[src/rtl/inv_clark_transform.sv]
// Serial inverse Clarke transform: alpha/beta/gamma (Q15) to phases a/b/c, sharing one
// multiplier across a four-state IDLE/MULT/SUM/OUT sequence with valid/ready handshakes.
module inv_clark_transform #(
   parameter int K_SQRT3_2 = 28378
) (
   input  logic        clk,
   input  logic        rst_n,
   input  logic [15:0] alpha,
   input  logic [15:0] beta,
   input  logic [15:0] gamma,
   input  logic        in_valid,
   output logic        in_ready,
   output logic [15:0] a,
   output logic [15:0] b,
   output logic [15:0] c,
   output logic        out_valid,
   input  logic        out_ready,
   output logic        sat
);

   localparam logic signed [31:0] KCoef = 32'(K_SQRT3_2);

   typedef enum logic [1:0] {StIdle, StMult, StSum, StOut} state_e;

   state_e             state_q, state_d;
   logic signed [15:0] alpha_q, beta_q, gamma_q;
   logic signed [31:0] prod_q, prod_d;
   logic signed [15:0] a_q, b_q, c_q;
   logic signed [15:0] a_d, b_d, c_d;
   logic               sat_q, sat_d;
   logic               out_valid_q;

   logic signed [17:0] alpha_x, gamma_x, half_x, rnd_x;
   logic signed [17:0] sum_a, sum_b, sum_c;
   logic signed [31:0] beta_x;

   function automatic logic signed [15:0] clip16(input logic signed [17:0] s);
      if (s > 18'sd32767) begin
         return 16'sh7fff;
      end else if (s < -18'sd32768) begin
         return 16'sh8000;
      end else begin
         return s[15:0];
      end
   endfunction

   // Value fits 16 bits exactly when the top three bits agree.
   function automatic logic ovf(input logic signed [17:0] s);
      return (s[17:15] != 3'b000) && (s[17:15] != 3'b111);
   endfunction

   always_comb begin
      state_d = state_q;
      unique case (state_q)
         StIdle:  if (in_valid) state_d = StMult;
         StMult:  state_d = StSum;
         StSum:   state_d = StOut;
         StOut:   if (out_ready) state_d = StIdle;
         default: state_d = StIdle;
      endcase
   end

   always_comb begin
      beta_x  = {{16{beta_q[15]}}, beta_q};
      prod_d  = beta_x * KCoef;
      alpha_x = {{2{alpha_q[15]}}, alpha_q};
      gamma_x = {{2{gamma_q[15]}}, gamma_q};
      half_x  = alpha_x >>> 1;
      // Round-half-up of the Q30 product back to Q15.
      rnd_x   = 18'((prod_q + 32'sd16384) >>> 15);
      sum_a   = alpha_x + gamma_x;
      sum_b   = gamma_x - half_x + rnd_x;
      sum_c   = gamma_x - half_x - rnd_x;
      a_d     = clip16(sum_a);
      b_d     = clip16(sum_b);
      c_d     = clip16(sum_c);
      sat_d   = ovf(sum_a) | ovf(sum_b) | ovf(sum_c);
   end

   always_ff @(posedge clk or negedge rst_n) begin
      if (!rst_n) begin
         state_q     <= StIdle;
         alpha_q     <= '0;
         beta_q      <= '0;
         gamma_q     <= '0;
         prod_q      <= '0;
         a_q         <= '0;
         b_q         <= '0;
         c_q         <= '0;
         sat_q       <= 1'b0;
         out_valid_q <= 1'b0;
      end else begin
         state_q <= state_d;
         unique case (state_q)
            StIdle: begin
               if (in_valid) begin
                  alpha_q <= alpha;
                  beta_q  <= beta;
                  gamma_q <= gamma;
               end
            end
            StMult: prod_q <= prod_d;
            StSum: begin
               a_q         <= a_d;
               b_q         <= b_d;
               c_q         <= c_d;
               sat_q       <= sat_d;
               out_valid_q <= 1'b1;
            end
            StOut:   if (out_ready) out_valid_q <= 1'b0;
            default: out_valid_q <= 1'b0;
         endcase
      end
   end

   assign in_ready  = (state_q == StIdle) && rst_n;
   assign a         = a_q;
   assign b         = b_q;
   assign c         = c_q;
   assign sat       = sat_q;
   assign out_valid = out_valid_q;

endmodule

[config.mk]
export PLATFORM = sky130hd
export DESIGN_NAME = inv_clark_transform
export DESIGN_NICKNAME = d
export VERILOG_FILES = /design/src/rtl/inv_clark_transform.sv
export SDC_FILE = /design/constraint.sdc
export NUM_CORES = 1
export LEC_CHECK = 0
export BUFFER_PORTS_ARGS = -buffer_cell sky130_fd_sc_hd__buf_4
export CORE_MARGIN = 8
export CORE_UTILIZATION = 43
export DETAILED_ROUTE_END_ITERATION = 16
export GPL_ROUTABILITY_DRIVEN = 0
export GPL_TIMING_DRIVEN = 0
export SETUP_SLACK_MARGIN = 0.02
export SYNTH_ARGS = -nofsm -noshare
export SYNTH_HDL_FRONTEND = slang
export SYNTH_SLANG_ARGS = --single-unit
[constraint.sdc]
create_clock -name clk -period 11.9 [get_ports clk]
set_input_delay 1.785 -clock clk [delete_from_list [all_inputs] [get_ports clk]]
set_output_delay 1.785 -clock clk [all_outputs]
set_load 0.005 [all_outputs]
==> results of run 1 <==
per-stage QoR:
step           instances  worst slack [ns]  hold slack (ns)
2_1_floorplan       1448              6.43            0.486
3_3_place_gp        1952              5.85            0.490
3_5_place_dp        1953              5.81            0.497
4_1_cts             1985              5.78            0.509
5_1_grt             1985              5.33            0.523
6_report            1985              5.81            0.505
sequential cells by signal, indices dropped and copies added, names as in the netlist:
register and count:
a 16, alpha_q 16, b 16, beta_q 16
c 16, gamma_q 16, out_valid 1, prod_q 18
sat 1, state_q 2
cell type report:
class	instances	area [um^2]
inverters	283	1060
fillers	2939	15800
multi-input cells	1008	9580
clock inverters	13	179
flip-flops and latches	118	2950
well taps	402	503
plain buffers	39	204
repair buffers	103	797
clock buffers	19	453
final timing paths:
kind,from,to,slack (ns)
hold / removal,c[13]$_DFFE_PN0P_,c[13]$_DFFE_PN0P_,0.51
max in group asynchronous,rst_n,prod_q[18]$_DFFE_PN0N_,9.88
setup / recovery,beta_q[15]$_DFFE_PN0P_,prod_q[31]$_DFFE_PN0N_,5.81
setup reg to reg,beta_q[15]$_DFFE_PN0P_,prod_q[31]$_DFFE_PN0N_,5.81
min in group asynchronous,rst_n,a[8]$_DFFE_PN0P_,1.32
hold reg to reg,c[13]$_DFFE_PN0P_,c[13]$_DFFE_PN0P_,0.51
cells in the final DEF (no fill, tap or decap), types with 6 or more instances in the layout:
master | Yosys | layout
a211o_1 | 6 | 6
a211oi_1 | 7 | 7
a21o_1 | 21 | 21
a21oi_1 | 64 | 64
a21oi_2 | 21 | 21
a31oi_1 | 11 | 11
and2_1 | 7 | 7
and3_1 | 12 | 12
buf_2 | 6 | 6
buf_4 | 1 | 102
clkbuf_1 | 23 | 23
clkbuf_16 | 0 | 17
dfrtp_1 | 118 | 118
fa_1 | 124 | 124
ha_1 | 174 | 174
inv_1 | 282 | 282
mux2_2 | 62 | 62
mux2i_1 | 6 | 6
nand2_1 | 31 | 31
nand2b_1 | 9 | 9
nand3_1 | 24 | 24
nand3b_1 | 12 | 12
nand4_1 | 9 | 9
nor2_1 | 95 | 95
nor2b_1 | 12 | 12
nor3_1 | 34 | 34
nor4_1 | 12 | 12
o21ai_0 | 36 | 36
o21ai_1 | 8 | 8
o21bai_1 | 8 | 8
o221a_2 | 10 | 10
o22a_1 | 13 | 13
or2_2 | 7 | 7
or3_1 | 11 | 11
xnor2_1 | 58 | 58
xor2_1 | 25 | 25
kinds of logic (layout without fill, tap and decap cells):
| logic type | Yosys count | after routing | share of synthesized area (%) |
|---|---|---|---|
| AOI/OAI and AO/OA | 265 | 265 | 13.7 |
| and+or+nand+nor | 294 | 294 | 11.2 |
| DFF | 118 | 118 | 21.4 |
| xor gates and xnor gates | 83 | 83 | 5.27 |
| buffers and inverters | 322 | 457 | 9.17 |
| muxes | 68 | 68 | 5.49 |
| adders and majority gates | 298 | 298 | 33.8 |
layer usage:
metal,wire [um],global-route usage (%),part of all wire [%],vias to the layer above
met5,0,0,0,-
met4,446,4.72,1.3,0
met3,1270,3.01,3.8,24
met2,15500,29.5,47,206
met1,16100,24.5,48,5101
li1,-,-,-,5111
==> flow_summary.ini, run 1 <==
[worst_setup_path]
slowest_delay_ns = 0.78
cp-start-kind = register
worstPathRequired_ns = 12.19
crit_cells = 20
r2r_cells = 20
crit_chain = ha_1, inv_1, fa_1, fa_1, fa_1, inv_1, fa_1, inv_1, fa_1, inv_1, ha_1, nand4_1, nor3_1, a21oi_1, o31a_1, nand3_1, a211oi_1, o41ai_1, xnor2_1, a21oi_1
cpMaxStageDelayCell = dfrtp_1
crit_fanout = 14
worstPathArrival_ns = 6.39
worst-path-buf-inv = 4
cp_top_family = adder cells
path_class = reg -> reg
crit_top_cell = fa_1
cp-end-kind = register

[logic_synthesis]
synth_seq_cells = 118
synthFlopType = dfrtp_1
synthArstFlopShare_pct = 100
synth_cell_type_count = 83
ys_seq_area_share_pct = 21.4
syn_inst = 1448
avgSynthCellArea_um2 = 9.53
yosysWarnings = 0
synth_common_cells = 282 x inv_1, 174 x ha_1, 124 x fa_1
synth_edf_count = 0
synth_area_leader_cell = dfrtp_1
netlist_top_cells_area = dfrtp_1 21%, fa_1 18%, ha_1 16%
syn_area_mm2 = 0.0138
syn_nets = 1798
yosysMostFrequentCell = inv_1
yosysTopAreaCellShare_pct = 21.4

[global_route]
grt_antenna_before_repair = 0
grt_pass1_wl_um = 55200
grt_start_max_net_pins = 62
track_usage_pct = 18.0
grt-ovfl-total = 0
grt_pass1_vias = 10600

[sta]
clock_skew_ns = 0.0132
grt_setup_unrepaired = no
tightestPinTransition_ns = 1.02
slew_headroom_pct = 31.6
fmax_mhz = 164
fin_tns_setup_ns = 0
hold_viol = 0
finalCritPeriodShare_pct = 51.2
setup_viol = 0
final_max_slew_viol_count = 0
fin_crit_ns = 6.09

[detailed_routing]
vias = 10400
drc_errors = 0
drtPass1Iterations = 5
detail_route.wl_per_cell_um = 16.8
drt-total-wl_um = 33300
drt_iter0_markers = 665
vias_per_cell = 5.26
ant_nets = 0

[cts]
hold_buffers = 0
post_cts_buffers = 0
cts_tree = yes
clk_pin_slew_ns = 0.06
clock_path_buffers = 2
h-tree-depth = 4
insertion_delay_ns = 0.44
numCtsBuffers = 17
root_buffer = clkbuf_16
ctsResizeCount = 0
cts.sinks = 118

[placed_design]
port_buffers = 102
dp_hpwl_um = 28100
placed_cell_area_mm2 = 0.0151

[cells_and_area]
final_net_count = 1920
final_cell_area_mm2 = 0.0157
drive_gt1_share_pct = 16.9
post-route-util_pct = 49.9
syn2layout_area_growth_pct = 14.0
antenna_cells = 0

[worst_hold_path]
min_path_cells = 1
hold_path_class = reg -> reg

[floorplanning]
dieArea_mm2 = 0.0381
die_w_um = 195
fp-row-count = 65
die_h_um = 195
core_area_mm2 = 0.0316
pin_count = 103
initial_core_util_pct = 43.7

[job]
cap_viol_max_count = 0

[outcome]
outcome = finished, final reports clean
Power of run 1 is left out: the tool's default activity adds up to more than one toggle a clock period on the data nets, which glitch-free logic cannot reach.
==> run 2: changes to the inputs <==
==> constraint.sdc (replaced) <==
create_clock -name clk -period 5.76 [get_ports clk]
set_input_delay 0.864 -clock clk [delete_from_list [all_inputs] [get_ports clk]]
set_output_delay 0.864 -clock clk [all_outputs]
set_load 0.005 [all_outputs]
==> run 2 against run 1 <==
Register-to-register slack lost 5.6 ns. Flip-flop and latch count is the same. Critical path type unchanged. Global-route usage grew 0.052 points. Non-clock buffer count grew 18. Utilization grew 1.5 points. Clock skew is essentially flat. Sequential share of layout area shrank 0.43 points. Worst setup slack lost 5.6 ns.
==> flow_summary.ini, run 2 (synthesis gave the netlist of run 1 again) <==
[detailed_routing]
drc_errors = 0
wl_met2_um = 16000
vias_per_cell = 5.24
vias = 10500
dr_wl_met3_um = 1200
ant_nets = 0
drt-total-wl_um = 33900
wl_met1_um = 16300
highest_layer = met4
drtPass1Iterations = 5
drt_iter0_markers = 630
detail_route.wl_per_cell_um = 16.9

[cts]
insertion_delay_ns = 0.45
h-tree-depth = 4
clk_pin_slew_ns = 0.07
clock_path_buffers = 2
root_buffer = clkbuf_16
cts_tree = yes
cts.sinks = 118
numCtsBuffers = 17

[worst_setup_path]
cp_top_family = adder cells
crit_chain = ha_4, inv_1, fa_1, inv_1, fa_1, fa_1, fa_1, inv_1, fa_1, inv_1, ha_2, nand4_1, nor3_2, a21oi_1, o31a_1, nand3_4, a211oi_4, nor3_2, xnor2_1, mux2_2
worst-path-buf-inv = 4
worstPathArrival_ns = 5.91
crit_top_cell = fa_1
worstSetupStartpoint = beta_q[9]$_DFFE_PN0P_
r2r_slack_ns = 0.17
path_class = reg -> reg
cpMaxStageDelayCell = fa_1
r2r_start = beta_q[9]$_DFFE_PN0P_
slowest_delay_ns = 0.55
cp-start-kind = register
crit_fanout = 5
worstPathRequired_ns = 6.08
cp-end-kind = register

[sta]
final_max_slew_viol_count = 0
fin_tns_setup_ns = 0
hold_viol = 0
grt_setup_unrepaired = yes
slew_headroom_pct = 33.6
setup_viol = 0
fin_crit_ns = 5.59
whs_ns = 0.393
clock_skew_ns = 0.0135
tightestPinTransition_ns = 0.994
fmax_mhz = 179
finalCritPeriodShare_pct = 97.0

[floorplanning]
core_area_mm2 = 0.0316
initial_core_util_pct = 43.7
die_h_um = 195
die_w_um = 195
fp-row-count = 65
dieArea_mm2 = 0.0381
pin_count = 103

[cells_and_area]
seq_area_mm2 = 0.00297
regMostFlops = prod_q
layout_common_cells = 273 x inv_1, 152 x ha_1, 124 x fa_1
syn2layout_area_growth_pct = 17.5
final_net_count = 1938
multiInputGateArea_mm2 = 0.00991
antenna_cells = 0
drive_gt1_share_pct = 21.7
fill_cells = 2882
largest_register_ffs = 18
layout_commonest_cell = inv_1

[placed_design]
port_buffers = 102
dp_hpwl_um = 28100

[global_route]
grt-ovfl-total = 0
grt_pass1_wl_um = 55300
track_usage_pct = 18.1
grt_pass1_vias = 10600
grt_start_max_net_pins = 62
grt_antenna_before_repair = 0

[job]
cap_viol_max_count = 0

[worst_hold_path]
hold_path_class = in -> async

[outcome]
outcome = finished, final reports clean
## run 2: cell types whose count changed in the layout (fill, tap and decap cells not counted), moves of 9 or more
cell	before	now
buf_4	102	119
dfrtp_1	118	103
dfrtp_2	0	14
ha_1	174	152
ha_4	0	18
inv_1	282	273
inv_2	1	10
## run 2: per-layer routing
metal | vias to the layer above | GRT usage (%)
li1 | 5139 | -
met1 | 5167 | 24.5
met2 | 172 | 29.6
met3 | 25 | 3.01
met4 | 0 | 4.74
met5 | - | 0
## run 2: area by class of cell
type | instances | share of cell area (%)
buffer | 39 | 1.27
clock inverter | 13 | 1.10
clock buffer | 19 | 2.79
multi-input combinational | 1008 | 61.1
sequential | 118 | 18.3
tap | 402 | 3.10
inverter | 283 | 6.55
timing repair buffer | 121 | 5.73
## run 2: what timing repair did
| item | 4_1_cts | 5_1_grt |
|---|---|---|
| setup buffers | 2 | 16 |
| hold buffers | 0 | 0 |
| endpoints found under the hold margin | 0 | 0 |
| pin swaps | 3 | 28 |
| setup endpoints to repair | 10 | 26 |
| resized for setup | 14 | 58 |
## run 2: final timing paths
| check | endpoint | cells after the start |
|---|---|---|
| min in group clk | c[13]$_DFFE_PN0P_ | 1 |
| max in group asynchronous | beta_q[15]$_DFFE_PN0P_ | 2 |
| setup reg to reg | prod_q[30]$_DFFE_PN0N_ | 20 |
| setup / recovery | prod_q[30]$_DFFE_PN0N_ | 20 |
| hold / removal | a[8]$_DFFE_PN0P_ | 1 |
| hold reg to reg | c[13]$_DFFE_PN0P_ | 1 |
## run 2: stage by stage
step | utilization (%) | std cells | worst slack, ns | cell area (um^2)
global route | 51.4 | 2003 | -0.0293 | 16200
finish | 51.4 | 2003 | 0.172 | 16200
floorplan | - | 1448 | 0.293 | 13800
detailed placement | 47.9 | 1953 | -0.331 | 15100
global placement | 47.8 | 1952 | -0.294 | 15100
CTS | 50.1 | 1987 | 0.0104 | 15800
Power of run 2 is left out for the same reason.
